[config.mk]
export PLATFORM = sky130hd
export DESIGN_NAME = vinsn_done_arbiter
export DESIGN_NICKNAME = d
export VERILOG_FILES = /design/src/rtl/core_pkg.sv /design/src/rtl/rr_arbiter.sv /design/src/rtl/vinsn_done_arbiter.sv
export SDC_FILE = /design/constraint.sdc
export NUM_CORES = 1
export LEC_CHECK = 0
export ABC_CLOCK_PERIOD_IN_PS = 4490
export CORE_MARGIN = 2
export CORE_UTILIZATION = 63
export DETAILED_ROUTE_END_ITERATION = 7
export DONT_BUFFER_PORTS = 1
export GPL_ROUTABILITY_DRIVEN = 0
export HOLD_SLACK_MARGIN = 0.06
export PLACE_DENSITY_LB_ADDON = 0.2
export SLEW_MARGIN = 25
export SYNTH_ARGS = -nofsm -noshare
export SYNTH_HDL_FRONTEND = slang
export SYNTH_SLANG_ARGS = --single-unit
[constraint.sdc]
create_clock -name clk_i -period 4.49 [get_ports clk_i]
set_input_delay 0.898 -clock clk_i [delete_from_list [all_inputs] [get_ports clk_i]]
set_output_delay 0.898 -clock clk_i [all_outputs]
set_load 0.005 [all_outputs]
[src/rtl/core_pkg.sv]
// Shared core types for the vector-instruction completion path.
//   NrVFU        : number of completion sources (lane VFUs, VLU, VSU)
//   insn_id_t    : in-flight instruction identifier
//   vreg_t       : architectural vector register index
//   done_entry_t : one completion record handed to the committer
package core_pkg;

    localparam int unsigned NrVFU     = 4;
    localparam int unsigned NrInsnIds = 16;
    localparam int unsigned NrVRegs   = 32;

    typedef logic [$clog2(NrInsnIds)-1:0] insn_id_t;
    typedef logic [$clog2(NrVRegs)-1:0]   vreg_t;

    typedef struct packed {
        insn_id_t id;
        logic     illegal;
        logic     use_vd;
        vreg_t    vd;
    } done_entry_t;

endpackage

[src/rtl/rr_arbiter.sv]
// Combinational round-robin picker.
// Returns the first valid index at or after ptr_i, wrapping modulo NrReq.
// The pointer itself is owned and updated by the parent.
//   valid_i     : per-requester valid
//   ptr_i       : search start index
//   gnt_o       : one-hot grant (zero when nothing is valid)
//   idx_o       : binary index of the granted requester
//   gnt_valid_o : some requester was picked
module rr_arbiter #(
    parameter  int unsigned NrReq = 4,
    localparam int unsigned IdxW  = (NrReq > 1) ? $clog2(NrReq) : 1
) (
    input  logic [NrReq-1:0] valid_i,
    input  logic [IdxW-1:0]  ptr_i,
    output logic [NrReq-1:0] gnt_o,
    output logic [IdxW-1:0]  idx_o,
    output logic             gnt_valid_o
);

    logic [IdxW-1:0] cand;

    always_comb begin
        gnt_o       = '0;
        idx_o       = '0;
        gnt_valid_o = 1'b0;
        cand        = '0;
        for (int unsigned i = 0; i < NrReq; i++) begin
            cand = IdxW'((32'(ptr_i) + i) % NrReq);
            if (!gnt_valid_o && valid_i[cand]) begin
                gnt_valid_o = 1'b1;
                idx_o       = cand;
                gnt_o[cand] = 1'b1;
            end
        end
    end

endmodule

[src/rtl/vinsn_done_arbiter.sv]
// Collects instruction completions from NrReq units plus illegal-instruction
// reports from the decoder and queues them in order for the committer.
// Illegal reports always win; otherwise one requester is granted round-robin.
//   clk_i, rst_i          : clock, synchronous active-high reset
//   flush_i               : drop everything queued and refuse new pushes
//   req_valid_i/ready_o   : per-requester completion handshake
//   req_id_i/use_vd_i/vd_i: completion payload per requester
//   illegal_valid_i/id_i  : illegal-instruction report
//   illegal_ready_o       : illegal report accepted
//   done_valid_o/ready_i  : head-of-queue handshake towards the committer
//   done_*_o              : head entry fields
//   count_o               : queue occupancy
module vinsn_done_arbiter
    import core_pkg::*;
#(
    parameter int unsigned NrReq     = NrVFU,
    parameter int unsigned FifoDepth = 4
) (
    input  logic                           clk_i,
    input  logic                           rst_i,
    input  logic                           flush_i,
    input  logic [NrReq-1:0]               req_valid_i,
    output logic [NrReq-1:0]               req_ready_o,
    input  insn_id_t                       req_id_i     [NrReq],
    input  logic [NrReq-1:0]               req_use_vd_i,
    input  vreg_t                          req_vd_i     [NrReq],
    input  logic                           illegal_valid_i,
    input  insn_id_t                       illegal_id_i,
    output logic                           illegal_ready_o,
    output logic                           done_valid_o,
    input  logic                           done_ready_i,
    output insn_id_t                       done_id_o,
    output logic                           done_illegal_o,
    output logic                           done_use_vd_o,
    output vreg_t                          done_vd_o,
    output logic [$clog2(FifoDepth+1)-1:0] count_o
);

    localparam int unsigned PtrW = $clog2(FifoDepth);
    localparam int unsigned CntW = $clog2(FifoDepth + 1);
    localparam int unsigned IdxW = (NrReq > 1) ? $clog2(NrReq) : 1;

    done_entry_t     mem_q [FifoDepth];
    logic [PtrW-1:0] wr_ptr_q, wr_ptr_d;
    logic [PtrW-1:0] rd_ptr_q, rd_ptr_d;
    logic [CntW-1:0] count_q, count_d;
    logic [IdxW-1:0] rr_ptr_q, rr_ptr_d;

    logic [NrReq-1:0] arb_gnt;
    logic [IdxW-1:0]  arb_idx;
    logic             arb_gnt_valid;

    logic        pop_raw, pop, can_push, accept_en, arb_en, grant, push;
    done_entry_t push_entry, head;

    rr_arbiter #(.NrReq(NrReq)) i_rr_arbiter (
        .valid_i     (req_valid_i),
        .ptr_i       (rr_ptr_q),
        .gnt_o       (arb_gnt),
        .idx_o       (arb_idx),
        .gnt_valid_o (arb_gnt_valid)
    );

    assign done_valid_o = (count_q != '0);
    assign pop_raw      = done_valid_o && done_ready_i;
    // A full queue still accepts when the head leaves in the same cycle.
    assign can_push     = (count_q < CntW'(FifoDepth)) || pop_raw;
    assign accept_en    = can_push && !flush_i;

    assign illegal_ready_o = illegal_valid_i && accept_en;
    // Requesters are locked out whenever an illegal report is pending.
    assign arb_en      = accept_en && !illegal_valid_i;
    assign req_ready_o = arb_en ? arb_gnt : '0;
    assign grant       = arb_en && arb_gnt_valid;

    assign push = illegal_ready_o || grant;
    assign pop  = pop_raw && !flush_i;

    always_comb begin
        push_entry = '0;
        if (illegal_valid_i) begin
            push_entry.id      = illegal_id_i;
            push_entry.illegal = 1'b1;
        end else begin
            push_entry.id     = req_id_i[arb_idx];
            push_entry.use_vd = req_use_vd_i[arb_idx];
            push_entry.vd     = req_vd_i[arb_idx];
        end
    end

    always_comb begin
        wr_ptr_d = wr_ptr_q;
        rd_ptr_d = rd_ptr_q;
        count_d  = count_q;
        rr_ptr_d = rr_ptr_q;
        if (flush_i) begin
            wr_ptr_d = '0;
            rd_ptr_d = '0;
            count_d  = '0;
            rr_ptr_d = '0;
        end else begin
            if (push) wr_ptr_d = wr_ptr_q + 1'b1;
            if (pop)  rd_ptr_d = rd_ptr_q + 1'b1;
            count_d = count_q + CntW'(push) - CntW'(pop);
            if (grant) begin
                rr_ptr_d = (arb_idx == IdxW'(NrReq - 1)) ? '0 : arb_idx + 1'b1;
            end
        end
    end

    always_ff @(posedge clk_i) begin
        if (rst_i) begin
            wr_ptr_q <= '0;
            rd_ptr_q <= '0;
            count_q  <= '0;
            rr_ptr_q <= '0;
        end else begin
            wr_ptr_q <= wr_ptr_d;
            rd_ptr_q <= rd_ptr_d;
            count_q  <= count_d;
            rr_ptr_q <= rr_ptr_d;
        end
    end

    // Storage needs no reset: occupancy alone decides what is visible.
    always_ff @(posedge clk_i) begin
        if (push) mem_q[wr_ptr_q] <= push_entry;
    end

    assign head           = mem_q[rd_ptr_q];
    assign done_id_o      = head.id;
    assign done_illegal_o = head.illegal;
    assign done_use_vd_o  = head.use_vd;
    assign done_vd_o      = head.vd;
    assign count_o        = count_q;

endmodule

* After elaboration in Yosys (flattened, before gate mapping)
Memories as Yosys holds them, arrays and structs flattened. A register that Yosys moved wholly into a read port is not among the register bits.
Index checks and enable logic that the tools add are counted.
** Storage, ports and cells
- Flip-flop bits (word level) :: 9
- Word-level logic and storage cells :: 96
- Memories kept :: 1
- RAM bits :: 44
- Output and inout bits :: 20
** Memories
- mem_q :: words 4, bits a word 11, read ports 1, clocked after memory_dff 1, write ports 1, line vinsn_done_arbiter.sv:43 : done_entry_t mem_q [FifoDepth];
** Cells by class
- Reduce and logical (&&, ||, !) cells :: 22
- Bitwise gates (word level) :: 4
- $add $sub $neg :: 8
- Equal/unequal tests :: 1
- Multiplexer cells :: 45
- $lt $le $gt $ge :: 11
** Operators with widths (number)
- 4-bit two-way mux :: 8
- 1-bit two-way mux :: 16
- 2-bit by 3-bit less-than comparator with 1-bit output, second input constant :: 5
- 2-bit two-way mux :: 7
- 1-bit logical AND :: 13
- 4-bit OR :: 3
- 1-bit binary-select mux with 2-bit select :: 5
- 5-bit binary-select mux with 2-bit select :: 1
- 5-bit two-way mux :: 2
- 2-bit by 1-bit adder with 2-bit output, second input constant :: 4
- 4-bit binary-select mux with 2-bit select :: 1
- 1-bit demux with 2-bit select :: 4
- 2-bit by 1-bit >= comparator with 1-bit output, second input constant :: 4
- 6-bit two-way mux :: 1
- 1-bit logical NOT :: 5
- 2-bit adder, second input constant :: 2
- 3-bit by 1-bit adder with 3-bit output :: 1
- 3-bit >= comparator, second input constant :: 1
- 3-bit less-than comparator, second input constant :: 1
- 2-bit inverter with 3-bit output :: 1
- 3-bit nonzero test :: 1
- 3-bit by 1-bit subtractor with 3-bit output :: 1
- 2-bit equality test, second input constant :: 1
- 1-bit logical OR :: 2
- 2-bit OR reduction :: 1

* Longest topological paths before layout
Gate-level depths: netlist of the first run.
- Depth after elaboration :: 17
- Gate-level depth with buffers :: 14

* Hierarchy
A second synthesis of the first run with hierarchy kept.
** Unflattened totals
- Cells, all modules :: 195
- Area, all modules :: 2991.6 um^2
** By module, submodules not included
- vinsn_done_arbiter :: seq. area each 1541.5 um^2, instances 1, cells an instance 150, area an instance 2572.5 um^2
- rr_arbiter :: seq. area each 0.0 um^2, instances 1, cells an instance 45, area an instance 419.2 um^2

* Worst setup path after synthesis of the first run
No wires, ideal clock.
- Kind :: register -> register
- Start point :: register rr_ptr_q[0]
- End point :: register count_q[2] (netlist: count_o[2])
- Path buffers :: 2
- Clock period less this slack :: 3711 ps
- Arrival :: 3589 ps
- Required time :: 4368 ps
- Slack :: 779 ps
- Cell stages (with the launch flop) :: 15
- Path through :: dfxtp_1 > clkbuf_8 > inv_1 > ha_1 > buf_6 > mux4_2 > o41a_2 > nor2_2 > ha_1 > inv_1 > ha_1 > fa_1 > xnor2_1 > xnor2_1 > nor2_1
** On the way
- Cells in the longest elaborated chain, start to end :: 16
- Elaborated cells on any way between the ends :: 25
** RTL lines
- from (decl) :: line vinsn_done_arbiter.sv:47 : logic [IdxW-1:0] rr_ptr_q, rr_ptr_d;
- from (signal assigned) :: line vinsn_done_arbiter.sv:121 : rr_ptr_q <= rr_ptr_d;
- parallel branches: the longest is 11 deep, another holds 2-bit by 1-bit adder with 2-bit output
- 1-bit two-way mux * :: line rr_arbiter.sv:29 : if (!gnt_valid_o && valid_i[cand]) begin
- 1-bit logical AND * :: line vinsn_done_arbiter.sv:74 : assign grant = arb_en && arb_gnt_valid;
- 1-bit logical OR * :: line vinsn_done_arbiter.sv:76 : assign push = illegal_ready_o || grant;
- 3-bit by 1-bit adder with 3-bit output * :: line vinsn_done_arbiter.sv:104 : count_d = count_q + CntW'(push) - CntW'(pop);
- 3-bit by 1-bit subtractor with 3-bit output * :: line vinsn_done_arbiter.sv:104
- to (signal assigned) :: line vinsn_done_arbiter.sv:120 : count_q <= count_d;
- to (decl) :: line vinsn_done_arbiter.sv:46 : logic [CntW-1:0] count_q, count_d;
Every way passes the cells marked *. The select of a mux whose other input is x is not followed.
A chain may end at the register's enable or synchronous reset.

* Worst setup path in the final report of the first run
- Start point :: register rr_ptr_q[1]
- End point :: register count_q[2] (netlist: count_o[2])
Same word-level chain as after synthesis.

==> impl_metrics.ini, run 1 <==
[finish]
drive_above_1_share_pct = 20.0
layout.cells.non_filler = 260
final_nets = 271
n_fill_cell = 317
area_growth_syn_to_layout_pct = 3.77

[drt]
firstDrtPassIters = 4
top_layer_used = met4
wl_met2_mm = 2.96
via_count = 1700
detail-route-antenna-nets = 0
remaining_drc_errors = 0
wl_met3_microns = 297
wl_met1_mm = 2.15
finalWirelength_mm = 5.46
drt_iter0_markers = 80
wire_per_inst_microns = 21.0
avgViaCountPerCell = 6.54

[synth]
syn-mean-instance-area_sq_um = 14.7
synthSimpleGateAreaFrac_pct = 10.0
synth-seq-cells = 55
synth_top_area_share_pct = 43.3
synth_compound_area_share_pct = 7.26
synth_cells = 207
synthesis.area_sq_um = 3050
ys_async_sr_fraction_pct = 0
yosys.cell_count.top_type = edfxtp_1
synth_top_family_by_area = multiplexers
synth-xor-area-share_pct = 1.72
synth_edf_count = 44
yosys-top-cells-area = edfxtp_1, mux4_2, mux4_1, dfxtp_1, ha_1
ys.flop_type = edfxtp_1
yosys.cell_types.count = 47
yosysTopAreaCell = edfxtp_1
ys_seq_area_share_pct = 50.5
synth_fa_ha_area_share_pct = 5.99
synth_commonest_cells = edfxtp_1, nor2_1, mux4_2
yosys-mux-area-fraction_pct = 20.7
syn_nets = 274
yosysWarnings = 0

[place]
dpl.hpwl_mm = 4.03
numPortBuffers = 0
dp_slack_ns = 0.551
dpl.cell_count = 251

[sta]
worst_slew_pin_slew_ns = 0.738
timing.final.crit_share_pct = 90.2
slew_headroom_pct = 50.7
hold_viol = 0
worst_slack_ns = 0.442
finalSetupViolCount = 0
period_needed_ns = 4.05
skew_ns = 0.0120
fmax_mhz = 247
fin_setup_tns_ns = 0
slew_violations = 0
rsz0062_at_grt = false

[clocking]
cts_inserted_buffers = 5
cts_hold_buf = 0
post_cts_resized = 0
cts_sinks = 55
cts-root-buf = clkbuf_8
clock_latency_ns = 0.30
postCtsSetupRepairBufs = 0
tritoncts = built
clock_path_buffers = 2
htreeDepth = 2
cts.clk_slew.worst_paths_ns = 0.09

[power_and_ir_drop]
power_density_nw_per_um2 = 334
irDropWorstVdd_mv = 0.175
p_leak_nw = 1.06

[floorplan]
die_area_sq_um = 5420
start_util_pct = 65.0
die_h_microns = 73.6
io_pins = 73
fp-row-count = 25
die_w_microns = 73.6
coreArea_sq_um = 4690

[run_status]
status = finished clean

[setup_path]
r2r_start = rr_ptr_q[1]$_SDFFE_PP0P_
critPathKind = reg -> reg
required_ns = 4.69
startpoint_type = flip-flop
slowest_stage = mux4_2
critPathMaxFanout = 12
cp_cell_sequence = inv_1, ha_1, mux4_2, o41a_2, nor2_2, ha_1, inv_1, ha_1, fa_1, xnor2_1, xnor2_1, nor2_1
end_kind = flip-flop
worstPathArrival_ns = 4.25
cp_common_cell = ha_1
startpoint = rr_ptr_q[1]$_SDFFE_PP0P_
max_stage_delay_ns = 0.66

[hold_path]
hp-class = reg -> reg
min_from = rd_ptr_q[1]$_SDFFE_PP0P_

[global_routing]
grt_max_degree = 18
grt.total_usage_pct = 21.1
antenna_found_initial = 1
first_global_vias = 1670
overflow = 0
grt_pass1_wl_mm = 8.36

[flow_run]
max-cap-violations = 0
## critical path, delay by kind of cell, from the launching register on
kind,cells,cell delay [ns]
AO/OA/AOI/OAI,1,0.56
multiplexers,1,0.66
adder cells (fa/ha/maj),4,1.20
XOR/XNOR,2,0.32
buffers and inverters,2,0.19
flip-flops,1,0.57
AND/OR/NAND/NOR,2,0.44
## placed cells by master, fill, tap and decap left out, types with 2 or more instances in the layout
| master | count |
|---|---|
| mux4_2 | 14 |
| nand2_1 | 9 |
| inv_1 | 9 |
| or2_2 | 2 |
| ha_1 | 13 |
| or2b_2 | 2 |
| a21oi_1 | 5 |
| and2_1 | 3 |
| a22oi_1 | 4 |
| dfxtp_1 | 11 |
| nor2b_2 | 4 |
| clkbuf_8 | 5 |
| xor2_1 | 2 |
| nor2_1 | 21 |
| edfxtp_1 | 44 |
| xnor2_1 | 4 |
| mux4_1 | 10 |
| mux2_2 | 4 |
| nor2b_1 | 7 |
| nand3b_1 | 3 |
| a221oi_1 | 4 |
## registers in the layout, indices dropped and copies added (netlist names), named ones only
name,cells
wr_ptr_q,2
rr_ptr_q,2
count_o,3
rd_ptr_q,2
mem_q,44
## cell type report
class | count | area [sq um] | area share, %
inverter | 9 | 33.8 | 1.07
antenna | 1 | 2.50 | 0.0790
timing repair buffer | 1 | 7.51 | 0.237
tap | 54 | 67.6 | 2.13
multi-input combinational | 132 | 1410 | 44.4
clock inverter | 3 | 38.8 | 1.22
clock buffer | 5 | 68.8 | 2.17
sequential | 55 | 1540 | 48.7
## through the flow
stage	instance area [sq um]	hold slack, ns	utilization (%)	total power, mW
after floorplan	3050	0.485	-	0.735
after global placement	3050	0.507	64.9	0.747
after detailed placement	3050	0.533	64.9	0.755
after CTS	3150	0.562	67.2	1.06
after global routing	3170	0.585	67.5	1.10
final	3170	0.551	67.5	1.06
## layer usage
layer | GRT usage [%] | vias to the layer above
met5 | 0 | -
met4 | 5.45 | 0
met3 | 6.31 | 6
met2 | 37.7 | 47
met1 | 24.9 | 851
li1 | - | 796
## cells by family after synthesis
| group | after synthesis |
|---|---|
| compound gates | 25 |
| xor+xnor | 6 |
| fa+ha+maj | 14 |
| buf+inv | 20 |
| flops | 55 |
| mux | 29 |
| simple gates | 58 |
## power by group
part / switching [mW] / internal (mW) / leakage [nW] / total (mW)
clock network: 0.150 / 0.163 / 0.0517 / 0.313
logic: 0.0793 / 0.0784 / 0.510 / 0.158
registers: 0.00775 / 0.579 / 0.496 / 0.587
## final timing paths
| path | end | slack (ns) | depth (start not counted) |
|---|---|---|---|
| hold reg to reg | flip-flop | 0.55 | 2 |
| hold / removal | flip-flop | 0.55 | 2 |
| setup reg to reg | count_o[2]$_SDFF_PP0_ | 0.44 | 12 |
| setup / recovery | count_o[2]$_SDFF_PP0_ | 0.44 | 12 |
Power figures use the tool's default switching activity.
==> run 2: changes to the inputs <==
--- a/config.mk
+++ b/config.mk
@@ -7,7 +7,7 @@
 export LEC_CHECK = 0
 export ABC_CLOCK_PERIOD_IN_PS = 4490
 export CORE_MARGIN = 2
-export CORE_UTILIZATION = 63
+export CORE_UTILIZATION = 60
 export DETAILED_ROUTE_END_ITERATION = 7
 export DONT_BUFFER_PORTS = 1
 export GPL_ROUTABILITY_DRIVEN = 0
==> run 2 against run 1 <==
  * Sequential share of layout area about the same
  * Via count increased by 3.9%
  * Combinational power about the same
  * Clock skew decreased by 0.0088 ns
  * Utilization decreased by 1.8 points
  * Flip-flop and latch count unchanged
  * Maximum frequency decreased by 0.74%
  * Clock power decreased by 12%
  * Cell area about the same
  * Hold slack about the same
  * Critical endpoint unchanged
  * Largest cell class unchanged
  * Largest power group unchanged
==> impl_metrics.ini, run 2 (same netlist as run 1, synthesis figures left out) <==
[clocking]
postCtsSetupRepairBufs = 0
clock_path_buffers = 2
tritoncts = built
post_cts_resized = 0
htreeDepth = 2
cts_hold_buf = 0
clock_latency_ns = 0.31
cts_sinks = 55
cts.clk_slew.worst_paths_ns = 0.10
cts-root-buf = clkbuf_8
cts_inserted_buffers = 5

[hold_path]
holdPathStages = 2
min_from = rd_ptr_q[1]$_SDFFE_PP0P_
worstHoldEndpoint = rd_ptr_q[1]$_SDFFE_PP0P_
hp-class = reg -> reg

[floorplan]
die_h_microns = 75.3
die_area_sq_um = 5670
die_w_microns = 75.3
start_util_pct = 63.4
coreArea_sq_um = 4820
io_pins = 73
fp-row-count = 25

[sta]
holdWs_ns = 0.551
period_needed_ns = 4.08
rsz0062_at_grt = false
fin_setup_tns_ns = 0
hold_viol = 0
timing.final.crit_share_pct = 90.8
worst_slew_pin_slew_ns = 0.738
fmax_mhz = 245
slew_headroom_pct = 50.7
skew_ns = 0.00318
slew_violations = 0
worst_slack_ns = 0.412
finalSetupViolCount = 0

[power_and_ir_drop]
power_density_nw_per_um2 = 323
p_leak_nw = 1.05
irDropWorstVdd_mv = 0.186
power_mw = 1.02
pwr-share-clk_pct = 27.1
p_int_mw = 0.770
seq_power_share_pct = 57.4
switching_share_pct = 24.7
combPwrFrac_pct = 15.5
power_switching_mw = 0.253

[setup_path]
startpoint_type = flip-flop
slowest_stage = mux4_2
cp_common_cell = ha_1
critPathMaxFanout = 12
worstPathArrival_ns = 4.29
ff2ff_setup_slack_ns = 0.41
reg2reg_to = count_o[2]$_SDFF_PP0_
critPathKind = reg -> reg
r2r_start = rr_ptr_q[1]$_SDFFE_PP0P_
cp_cell_sequence = inv_1, ha_1, mux4_2, o41a_2, nor2_2, ha_1, inv_1, ha_1, fa_1, xnor2_1, xnor2_1, nor2_1
reg2regPathDepth = 12
end_kind = flip-flop
max_stage_delay_ns = 0.67
required_ns = 4.70

[finish]
diodes = 0
regMostFlops = mem_q
final_nets = 271
largest_reg_flops = 44
final_cell_mix = edfxtp_1, nor2_1, mux4_2
layout_commonest_cell = edfxtp_1
design_area_sq_um = 3170
drive_above_1_share_pct = 20.5
area_growth_syn_to_layout_pct = 3.73

[global_routing]
overflow = 0
grt.total_usage_pct = 20.9
first_global_vias = 1729
grt_max_degree = 19
grt_pass1_wl_mm = 8.55
antenna_found_initial = 0

[drt]
finalWirelength_mm = 5.66
remaining_drc_errors = 0
detail-route-antenna-nets = 0
drt_iter0_markers = 87
avgViaCountPerCell = 6.49
wire_per_inst_microns = 20.8
firstDrtPassIters = 4
via_count = 1766

[place]
numPortBuffers = 0
placed_area_sq_um = 3060
dp_slack_ns = 0.526
dpl.hpwl_mm = 4.18

[flow_run]
max-cap-violations = 0

[run_status]
status = finished clean
[run 2: critical path: cells and delay by family (launching register included)]
kind,cells,cell delay [ns]
AOI/OAI and AO/OA,1,0.57
xor gates and xnor gates,2,0.36
adders and majority gates,4,1.21
buffers and inverters,2,0.18
DFF,1,0.57
muxes,1,0.67
and+or+nand+nor,2,0.41
[run 2: final cells by class]
cell class | count | area (sq um)
clock buffers | 5 | 68.8
clock inverters | 3 | 23.8
fillers | 348 | 1650
inverters | 9 | 33.8
multi-input cells | 132 | 1410
flip-flops and latches | 55 | 1540
well taps | 67 | 83.8
repair buffers | 1 | 7.51
[run 2: how the worst max path moves through the flow]
| stage | from | endpoint | cells past startpoint |
|---|---|---|---|
| detailed placement | rr_ptr_q[1]$_SDFFE_PP0P_ | count_o[2]$_SDFF_PP0_ | 12 |
| CTS | rr_ptr_q[1]$_SDFFE_PP0P_ | count_o[2]$_SDFF_PP0_ | 12 |
| finish | rr_ptr_q[1]$_SDFFE_PP0P_ | count_o[2]$_SDFF_PP0_ | 12 |
| global route | rr_ptr_q[1]$_SDFFE_PP0P_ | count_o[2]$_SDFF_PP0_ | 12 |
| floorplan | rr_ptr_q[0]$_SDFFE_PP0P_ | count_o[2]$_SDFF_PP0_ | 14 |
| global placement | rr_ptr_q[1]$_SDFFE_PP0P_ | count_o[2]$_SDFF_PP0_ | 12 |
[run 2: stage by stage]
step           utilization [%]  std cells
5_1_grt                   65.7        272
2_1_floorplan                -        207
3_5_place_dp              63.6        264
4_1_cts                   65.5        272
3_3_place_gp              63.6        264
6_report                  65.7        272
[run 2: power groups by stage]
stage | registers [mW] | logic, mW | clock network [mW]
after floorplan | 0.595 | 0.140 | 0
after global placement | 0.597 | 0.149 | 0
after detailed placement | 0.599 | 0.157 | 0
after CTS | 0.587 | 0.158 | 0.281
after global routing | 0.589 | 0.172 | 0.296
final | 0.587 | 0.159 | 0.277
[run 2: layer usage]
metal	track usage, %	vias to the layer above	wire length [microns]
li1	-	790	-
met1	25.4	892	2250
met2	35.8	76	2960
met3	4.76	8	342
met4	9.16	0	108
met5	0	-	0
==> run 3: changes to the inputs <==
--- a/config.mk
+++ b/config.mk
@@ -7,9 +7,8 @@
 export LEC_CHECK = 0
 export ABC_CLOCK_PERIOD_IN_PS = 4490
 export CORE_MARGIN = 2
-export CORE_UTILIZATION = 60
+export CORE_UTILIZATION = 50
 export DETAILED_ROUTE_END_ITERATION = 7
-export DONT_BUFFER_PORTS = 1
 export GPL_ROUTABILITY_DRIVEN = 0
 export HOLD_SLACK_MARGIN = 0.06
 export PLACE_DENSITY_LB_ADDON = 0.2
==> run 3 against run 2 <==
  * Clock skew rose by 0.0073 ns
  * First-iteration DRC count stayed put
  * Sequential share of layout area shrank 9.7 points
  * Sequential power about the same
  * Critical path type is now in -> out
  * Maximum frequency decreased by 3.0%
  * Via count increased by 13%
  * Cell area rose by 25%
  * Global-route usage down 1.7 points
  * Routed wire length increased by 6.0%
  * Utilization increased by 1.1 points
  * Setup slack worse by 0.12 ns
  * Critical path depth fell by 4
==> impl_metrics.ini, run 3 (same netlist as run 1, synthesis figures left out) <==
[power_and_ir_drop]
pwr-share-clk_pct = 27.7
combPwrFrac_pct = 21.2
switching_share_pct = 22.2
p_int_mw = 0.891
irDropWorstVdd_mv = 0.164
p_leak_nw = 1.37
power_density_nw_per_um2 = 290
seq_power_share_pct = 51.1
power_switching_mw = 0.255

[finish]
final_nets = 349
area_growth_syn_to_layout_pct = 29.6
final_cell_mix = clkdlybuf4s50_1, edfxtp_1, nor2_1
drive_above_1_share_pct = 15.9
largest_reg_flops = 44
regMostFlops = mem_q
diodes = 0
layout_commonest_cell = clkdlybuf4s50_1

[setup_path]
startpoint_type = input pin
required_ns = 3.59
ff2ff_setup_slack_ns = 1.00
end_kind = primary output
r2r_start = rr_ptr_q[0]$_SDFFE_PP0P_
worstPathArrival_ns = 3.30
reg2regPathDepth = 12
critPathKind = in -> out
critPathMaxFanout = 10
reg2reg_to = count_o[2]$_SDFF_PP0_

[floorplan]
fp-row-count = 28
die_area_sq_um = 6740
die_h_microns = 82.1
coreArea_sq_um = 5920
die_w_microns = 82.1
start_util_pct = 51.5
io_pins = 73

[drt]
finalWirelength_mm = 6.00
drt_iter0_markers = 87
remaining_drc_errors = 0
via_count = 1988
firstDrtPassIters = 4
detail-route-antenna-nets = 0
avgViaCountPerCell = 5.55
wire_per_inst_microns = 16.8

[sta]
slew_headroom_pct = 51.3
hold_viol = 0
rsz0062_at_grt = false
finalSetupViolCount = 0
fin_setup_tns_ns = 0
period_needed_ns = 4.20
fmax_mhz = 238
skew_ns = 0.0104
worst_slew_pin_slew_ns = 0.730
timing.final.crit_share_pct = 93.6
slew_violations = 0
worst_slack_ns = 0.288

[run_status]
status = finished clean

[global_routing]
grt.total_usage_pct = 19.2
antenna_found_initial = 0
grt_max_degree = 18
grt_pass1_wl_mm = 9.50
first_global_vias = 1947
overflow = 0

[clocking]
cts_inserted_buffers = 5
clock_latency_ns = 0.30
cts_sinks = 55
cts.clk_slew.worst_paths_ns = 0.09
postCtsSetupRepairBufs = 0
cts-root-buf = clkbuf_8
cts_hold_buf = 0
post_cts_resized = 0
clock_path_buffers = 2
tritoncts = built
htreeDepth = 2

[place]
dpl.hpwl_mm = 4.48
dp_slack_ns = 0.296
numPortBuffers = 72

[hold_path]
min_from = rd_ptr_q[0]$_SDFFE_PP0P_
hp-class = reg -> reg
holdPathStages = 2

[flow_run]
max-cap-violations = 0
[run 3: how the worst max path moves through the flow]
| stage | cells after the start | slack [ns] | end | start |
|---|---|---|---|---|
| CTS | 8 | 0.28 | req_ready_o[3] | req_valid_i[2] |
| finish | 8 | 0.29 | req_ready_o[1] | req_valid_i[2] |
| floorplan | 14 | 0.78 | count_o[2]$_SDFF_PP0_ | rr_ptr_q[0]$_SDFFE_PP0P_ |
| global placement | 8 | 0.33 | req_ready_o[3] | req_valid_i[2] |
| global route | 8 | 0.11 | req_ready_o[3] | req_valid_i[2] |
| detailed placement | 8 | 0.30 | req_ready_o[3] | req_valid_i[2] |
[run 3: power groups by stage]
stage,registers [mW],logic [mW],clock network [mW]
floorplan,0.595,0.140,0
global placement,0.597,0.240,0
detailed placement,0.598,0.245,0
CTS,0.586,0.246,0.323
global route,0.588,0.265,0.345
finish,0.586,0.243,0.317
[run 3: final cells by class]
cell class	count	area [sq um]
Fill cell	447	1970
Sequential cell	55	1540
Multi-Input combinational cell	132	1400
Timing Repair Buffer	79	773
Tap cell	75	93.8
Clock buffer	5	68.8
Clock inverter	3	42.5
Inverter	9	33.8
[run 3: metrics by stage]
| step | power [mW] | util (%) | cells | hold WS (ns) | cell area [sq um] |
|---|---|---|---|---|---|
| floorplan | 0.735 | - | 207 | 0.485 | 3050 |
| global placement | 0.837 | 64.8 | 350 | 0.514 | 3840 |
| detailed placement | 0.842 | 64.9 | 350 | 0.528 | 3840 |
| CTS | 1.15 | 66.8 | 358 | 0.562 | 3950 |
| global route | 1.20 | 66.8 | 358 | 0.620 | 3960 |
| finish | 1.15 | 66.8 | 358 | 0.558 | 3960 |
[run 3: worst max-delay path: stages]
cell	delay [ns]
clkdlybuf4s50_1	0.61
or3b_2	0.46
a211o_1	0.29
a21oi_1	0.17
or2_2	0.18
a221oi_1	0.08
nor2_1	0.11
clkdlybuf4s50_1	0.51
[run 3: layer usage]
| layer | part of all wire, % | global-route usage, % | vias to the layer above | routed length (microns) |
|---|---|---|---|---|
| met3 | 4.7 | 3.80 | 4 | 283 |
| met1 | 43 | 24.0 | 974 | 2600 |
| met2 | 51 | 34.7 | 57 | 3080 |
| met5 | 0 | 0 | - | 0 |
| met4 | 0.63 | 4.00 | 0 | 38 |
| li1 | - | - | 953 | - |
